==> config.mk <==
export PLATFORM = sky130hd
export DESIGN_NAME = clk_ratio_gen
export DESIGN_NICKNAME = d
export VERILOG_FILES = /design/src/rtl/clk_ratio_gen.sv
export SDC_FILE = /design/constraint.sdc
export NUM_CORES = 1
export LEC_CHECK = 0
export ABC_CLOCK_PERIOD_IN_PS = 2900
export CAP_MARGIN = 5
export CORE_UTILIZATION = 40
export DETAILED_ROUTE_END_ITERATION = 7
export PLACE_DENSITY = 0.76
export SLEW_MARGIN = 25
export SYNTH_ARGS = -nofsm -noshare
export SYNTH_HDL_FRONTEND = slang
export SYNTH_SLANG_ARGS = --single-unit
==> constraint.sdc <==
create_clock -name fastclk -period 2.9 [get_ports fastclk]
set_clock_uncertainty 0.05 [all_clocks]
set_input_delay 0.435 -clock fastclk [delete_from_list [all_inputs] [get_ports fastclk]]
set_output_delay 0.435 -clock fastclk [all_outputs]
set_load 0.05 [all_outputs]
==> src/rtl/clk_ratio_gen.sv <==
// ============================================================================
// Module   : clk_ratio_gen
// Brief    : Registered divide-by-N slow-clock generator with a ready/valid
//            ratio port; new ratios take effect only at period boundaries.
//            Optional macro CLK_RATIO_GEN_STATS_EN adds the slow_count counter.
// Revision : 1.0 - initial release
// ============================================================================
`default_nettype none

module clk_ratio_gen #(
  parameter int unsigned DEFAULT_RATIO = 4,
  parameter int unsigned CNT_W         = 32
) (
  input  logic             fastclk,
  input  logic             reset_l,
  input  logic             run,
  input  logic             ratio_valid,
  input  logic [7:0]       ratio_data,
  output logic             ratio_ready,
  output logic             ratio_err,
  output logic             clk,
  output logic             clk_rise,
  output logic [CNT_W-1:0] slow_count
);

  localparam logic [7:0] c_default_n = 8'(DEFAULT_RATIO);

  // S_ARM spends the first edge after reset release doing nothing.
  typedef enum logic [1:0] {
    S_ARM  = 2'd0,
    S_IDLE = 2'd1,
    S_RUN  = 2'd2
  } state_t;

  state_t     state_q, state_d;
  logic [7:0] phase_q, phase_d;
  logic [7:0] n_q, n_d;
  logic [7:0] pend_n_q, pend_n_d;
  logic       pend_q, pend_d;
  logic       clk_q, clk_d;
  logic       rise_q, rise_d;
  logic       err_q, err_d;
  logic       w_accept;
  logic       w_apply;
  logic [7:0] w_half;

  assign w_accept = ratio_valid && !pend_q;
  assign w_half   = {1'b0, n_q[7:1]};

  always_comb begin
    state_d  = state_q;
    phase_d  = phase_q;
    n_d      = n_q;
    pend_d   = pend_q;
    pend_n_d = pend_n_q;
    clk_d    = 1'b0;
    rise_d   = 1'b0;
    w_apply  = 1'b0;

    unique case (state_q)
      S_ARM: begin
        state_d = S_IDLE;
      end
      S_IDLE: begin
        phase_d = 8'd0;
        w_apply = pend_q;
        if (run) begin
          state_d = S_RUN;
          clk_d   = 1'b1;
          rise_d  = 1'b1;
        end
      end
      S_RUN: begin
        if (!run) begin
          state_d = S_IDLE;
          phase_d = 8'd0;
          w_apply = pend_q;
        end else if (phase_q == n_q - 8'd1) begin
          phase_d = 8'd0;
          clk_d   = 1'b1;
          rise_d  = 1'b1;
          w_apply = pend_q;
        end else begin
          phase_d = phase_q + 8'd1;
          clk_d   = (phase_q + 8'd1) < w_half;
        end
      end
      default: begin
        state_d = S_ARM;
      end
    endcase

    // A ratio accepted now cannot collide with w_apply: acceptance needs !pend_q.
    if (w_apply) begin
      n_d    = pend_n_q;
      pend_d = 1'b0;
    end
    if (w_accept && (ratio_data >= 8'd2)) begin
      pend_d   = 1'b1;
      pend_n_d = ratio_data;
    end
    err_d = w_accept && (ratio_data < 8'd2);
  end

  always_ff @(posedge fastclk or negedge reset_l) begin
    if (!reset_l) begin
      state_q  <= S_ARM;
      phase_q  <= 8'd0;
      n_q      <= c_default_n;
      pend_q   <= 1'b0;
      pend_n_q <= 8'd0;
      clk_q    <= 1'b0;
      rise_q   <= 1'b0;
      err_q    <= 1'b0;
    end else begin
      state_q  <= state_d;
      phase_q  <= phase_d;
      n_q      <= n_d;
      pend_q   <= pend_d;
      pend_n_q <= pend_n_d;
      clk_q    <= clk_d;
      rise_q   <= rise_d;
      err_q    <= err_d;
    end
  end

  assign ratio_ready = !pend_q;
  assign ratio_err   = err_q;
  assign clk         = clk_q;
  assign clk_rise    = rise_q;

`ifdef CLK_RATIO_GEN_STATS_EN
  logic [CNT_W-1:0] cnt_q;

  // Counts in step with clk_rise so both change on the same edge; saturates.
  always_ff @(posedge fastclk or negedge reset_l) begin
    if (!reset_l) begin
      cnt_q <= '0;
    end else if (rise_d && (cnt_q != {CNT_W{1'b1}})) begin
      cnt_q <= cnt_q + CNT_W'(1);
    end
  end

  assign slow_count = cnt_q;
`else
  assign slow_count = '0;
`endif

endmodule

`default_nettype wire

---- Word level (Yosys, flattened, before mapping) ----
Cells that the tools add are included.
storage, ports and cells
  register bits ........................... 30
  output and inout port bits .............. 36
  word-level logic and storage cells ...... 44
  input port bits ......................... 12
cells by class
  equality and inequality tests ........... 5
  reductions and logical operators ........ 8
  order comparisons ....................... 3
  multiplexer cells ....................... 18
  $add $sub $neg .......................... 2
operators with widths
  kind                                                                    number
  8-bit two-way mux                                                       2
  8-bit case mux with 2 select lines                                      1
  1-bit two-way mux                                                       9
  8-bit by 1-bit adder with 8-bit output (second input constant)          1
  8-bit equality test                                                     1
  8-bit by 2-bit >= comparator with 1-bit output (second input constant)  1
  8-bit by 2-bit < comparator with 1-bit output (second input constant)   1
  8-bit by 7-bit < comparator with 1-bit output                           1
  8-bit by 1-bit subtractor with 8-bit output (second input constant)     1
  1-bit case mux with 2 select lines                                      3
  2-bit case mux with 3 select lines                                      1
  2-bit two-way mux                                                       2
  2-bit != test (second input constant)                                   2
  2-bit nonzero test                                                      2
  1-bit logical AND                                                       3
  2-bit by 1-bit equality test with 1-bit output (second input constant)  1
  2-bit equality test (second input constant)                             1
  2-bit logical NOT                                                       1
  2-bit AND reduction                                                     1
  1-bit logical NOT                                                       1

---- Depth between registers and ports, before layout ----
  depth after elaboration ................. 7
  mapped depth ............................ 11
  gate-level depth less buffers ........... 9

---- Worst setup path before layout ----
No wires, ideal clock.
  path type ............................... reg-to-reg
  start ................................... reg n_q[0]
  end ..................................... reg n_q[0]
  cell stages (with the launch flop) ...... 11
  library setup time ...................... 125 ps
  data arrival time ....................... 2001 ps
  setup slack ............................. 724 ps
  required time ........................... 2725 ps
  cells stage by stage .................... dfrtp_1 clkbuf_2 inv_1 ha_1 clkbuf_2 xnor2_1 and4b_1 a41oi_1 nand2_1 a31oi_4 mux2_2
between the ends
  cells in the longest elaborated chain, start to end .. 5
RTL lines
  element                                      RTL line  text
  start, declared                              37        logic [7:0] n_q, n_d;
  start signal, assigned                       109       n_q <= c_default_n;
  start signal, assigned                       118       n_q <= n_d;
  8-bit by 1-bit subtractor with 8-bit output  78        end else if (phase_q == n_q - 8'd1) begin
  8-bit equality test                          78
  1-bit two-way mux                            78
  1-bit two-way mux                            74        if (!run) begin
  1-bit case mux with 2 select lines           60        unique case (state_q)
Every way passes these cells.
A chain may end at the register's enable or synchronous reset.

---- Worst setup path after layout ----
  start ................................... reg phase_q[0]
  end ..................................... reg clk_q, in the netlist clk
between the ends
  cells in the longest elaborated chain, start to end .. 5
RTL lines
  element                                        RTL line  text
  start, declared                                36        logic [7:0] phase_q, phase_d;
  start signal, assigned                         117       phase_q <= phase_d;
  8-bit by 1-bit adder with 8-bit output         85        clk_d = (phase_q + 8'd1) < w_half;
  8-bit by 7-bit < comparator with 1-bit output  85
  1-bit two-way mux *                            78
  1-bit two-way mux *                            74
  1-bit case mux with 2 select lines *           60
  net clk_d                                      40        logic clk_q, clk_d;
  end signal, assigned                           121       clk_q <= clk_d;
  end, declared                                  40
Mark *: on every way through the listed nets, which the timed path passes. The rest lies on a longest branch.

==> impl_results.md <==
* Outcome: completed
* Number of synthesized register bits at 30
* # setup viols final at 0
* Final Hold Fails at 0
* Fin Setup TNS at 0 ns
* RePlAce Congestion at slightly above 0.9
* Ranking of synthesized cells by area: dfrtp_1 34%, buf_4 11%, ha_1 7.7%, mux2_2 7.5%, inv_1 3.7%
* Post-CTS sizing at 0
* Final HPWL DP at roughly 3.1 mm
* Filler Cell Count at 504
* Final nets at between 200 and 300
* Clock slew at reported path FFs at 0.06 ns
* Fin cells at 306
* CTS max path bufs at 2
* Die height at between 70 and 80 um
* Simple-Gate Fraction of Synth Area at about an eighth
* CTS root buf: clkbuf_8
* Vias in the first global route at 1416
* Compound-gate portion of the synthesized area at between 10% and 20%
* Multi-input gate area at approximately 1100 um2
* Adder-cell share of the synthesized area at slightly below 8%
* # H-tree levels at 2
* Cell Area, Synth at around 2100 um2
* Critical Path Fanout Max at 7
* Yosys warning count at 0
* Main combinational cell family by area after synthesis: buffers and inverters
* DRT iter0 DRCs at 40
* Synth Area in XOR/XNOR at about 6.6%
* Final period util at a little over 80%
* Setup Fix Bufs, Post-CTS at 0
* Final-report max-slew violation count at 0
* Sequential fraction of the synthesis area at approximately 36%
* GRT overflow at 0
* WP data arrival at about 2.6 ns
* Routed len/inst at 12.9 um
* Area growth, synth to finish at 8.42%
* Starting density of the core at about two fifths
* Worst skew pair latency at about 0.28 ns
* Cell taking the most area after synthesis: dfrtp_1
* Relative slew slack at between 50% and 60%
* Total die area at 5570 um2
* Sinks on Clock Net at 30
* Final Routed Wirelength at around 4.0 mm
* Share of layout cells above drive strength 1 at about 12%
* Critical Path Sink Type: register
* FP Rows at 26
* Top cell type's share of synthesized area at between 30 and 40%
* CTS tree: built
* Hold buffers post-CTS at 0
* Antenna Diode Count at 0
* Crit Path Category: register to register
* IO Pins at 48
* Min Tclk post-route at ~2.4 ns
* Worst vdd ir at roughly 600 uV
* Netlist cell types at 46
* Fmax at approximately 0.41 GHz
* Req. time, crit path at ~3.1 ns
* Cells after DPL at around 300
* Largest net degree at the start of global routing at 18
* Remaining DRCs at 0
* Core area at around 5100 um2
* Num CTS Buffers at 5
* Crit start category: register
* Via count at 1488
* Synth Instances at between 200 and 250
* Multiplexer share of the synthesized area at 8.42%
* MaxCap Viol Count at 0
* Initial antenna violation count at 0
* P per Cell Area at around 950 nW/um2
* DRT Pass-1 Iters at 4
* Die Wd at around 75 um
* Total track usage at between 15 and 20%
* First-pass GRT wire length at approximately 6.7 mm
* P_leak at roughly 1.0 nW
* Number of port buffers at 15
* Final ANT Viol Nets at 0
* Actual slew at the worst max-slew pin at between 0.6 and 0.7 ns
* Syn_area_per_cell at ~9.5 um2
* RSZ-0062 raised after global routing: false
* Total area of sequential cells at 752 um2
* Hold WC Path Type: register to register
* Drt via density at between 4 and 5
cell families after synthesis:
group | Yosys count
flops | 30
buf+inv | 62
simple gates | 49
fa+ha+maj | 13
other cells | 1
mux | 16
compound gates | 34
xor+xnor | 16
synth_stat cells (all sizes together):
cell / number
dfrtp: 29
a21oi: 4
clkbuf: 6
o211ai: 1
conb: 1
inv: 22
or3: 1
mux2: 14
and4b: 1
nor2: 7
a211oi: 4
nor4: 3
and3: 2
a31oi: 3
o21a: 1
o31ai: 1
o31a: 1
a41oi: 1
xor2: 7
nand2b: 3
and2: 1
xnor2: 9
o32ai: 1
dfstp: 1
buf: 34
nand2: 14
ha: 13
nand4: 1
mux2i: 2
o22ai: 6
nor3b: 2
nand3b: 1
nand3: 7
nor3: 6
a2111oi: 1
o21ai: 7
a21boi: 1
o21bai: 2
path summary, 6_finish.rpt:
kind                       cells after the start  slack (ns)         from    endpoint
setup / recovery                               8        0.49   phase_q[0]         clk
hold / removal                                 2        0.43  pend_n_q[2]      n_q[2]
setup reg to reg                               8        0.49   phase_q[0]         clk
min in group asynchronous                      1        0.49      reset_l   ratio_err
hold reg to reg                                2        0.43  pend_n_q[2]      n_q[2]
max in group asynchronous                      2        1.65      reset_l  phase_q[7]
layer usage:
metal  global-route usage, %  wire length (um)  vias to the layer above
met1                    19.4              1730                      722
li1                        -                 -                      714
met5                       0                 0                        -
met3                    4.02               150                        7
met4                    6.92                68                        0
met2                    28.8              2010                       45
critical path, stage by stage (launching register included):
cell       delay [ns]
dfrtp_1          0.50
ha_1             0.25
nand3_1          0.13
nor3_1           0.21
xnor2_1          0.13
ha_1             0.19
or3_1            0.36
a2111oi_0        0.36
o21bai_1         0.16
sequential cells by signal (all words and copies together), names as in the netlist:
register   cells
clk_rise       1
pend_q         1
state_q        2
phase_q        8
ratio_err      1
pend_n_q       8
n_q            8
clk            1
report_power, final:
group | internal [W] | switching [W]
combinational | 0.000441 | 0.000640
clock | 0.000191 | 0.000152
sequential | 0.000579 | 0.000175
total | 0.00121 | 0.000967
layout by cell type (no fill, tap or decap), types with 5 or more instances in the layout:
master	netlist	layout
clkbuf_8	0	6
nand3_1	7	7
nor2_1	7	7
o21ai_0	5	5
nor3_1	6	6
mux2_2	14	14
xnor2_1	9	9
inv_1	21	21
dfrtp_1	29	29
clkdlybuf4s50_1	0	15
nand2_1	14	14
conb_1	1	32
xor2_1	7	7
o22ai_1	6	6
ha_1	13	13
stage by stage:
stage	setup slack, ns	utilization, %	total power (W)	hold slack [ns]	cell area [um2]
floorplan	0.724	-	0.00162	0.0894	2230
detailed placement	0.506	43.0	0.00184	0.419	2200
global placement	0.523	43.0	0.00179	0.418	2200
CTS	0.481	44.8	0.00218	0.428	2290
global route	0.297	44.8	0.00233	0.451	2290
finish	0.488	44.8	0.00218	0.427	2290
layout make-up:
cell class              instances  area share, %
repair buffers                 16           6.89
inverters                      22           3.61
clock inverters                 1          0.219
flip-flops and latches         30           32.9
well taps                      70           3.83
clock buffers                   7           3.77
multi-input cells             160           48.8
Note: power is estimated with default switching activity, not from simulation.
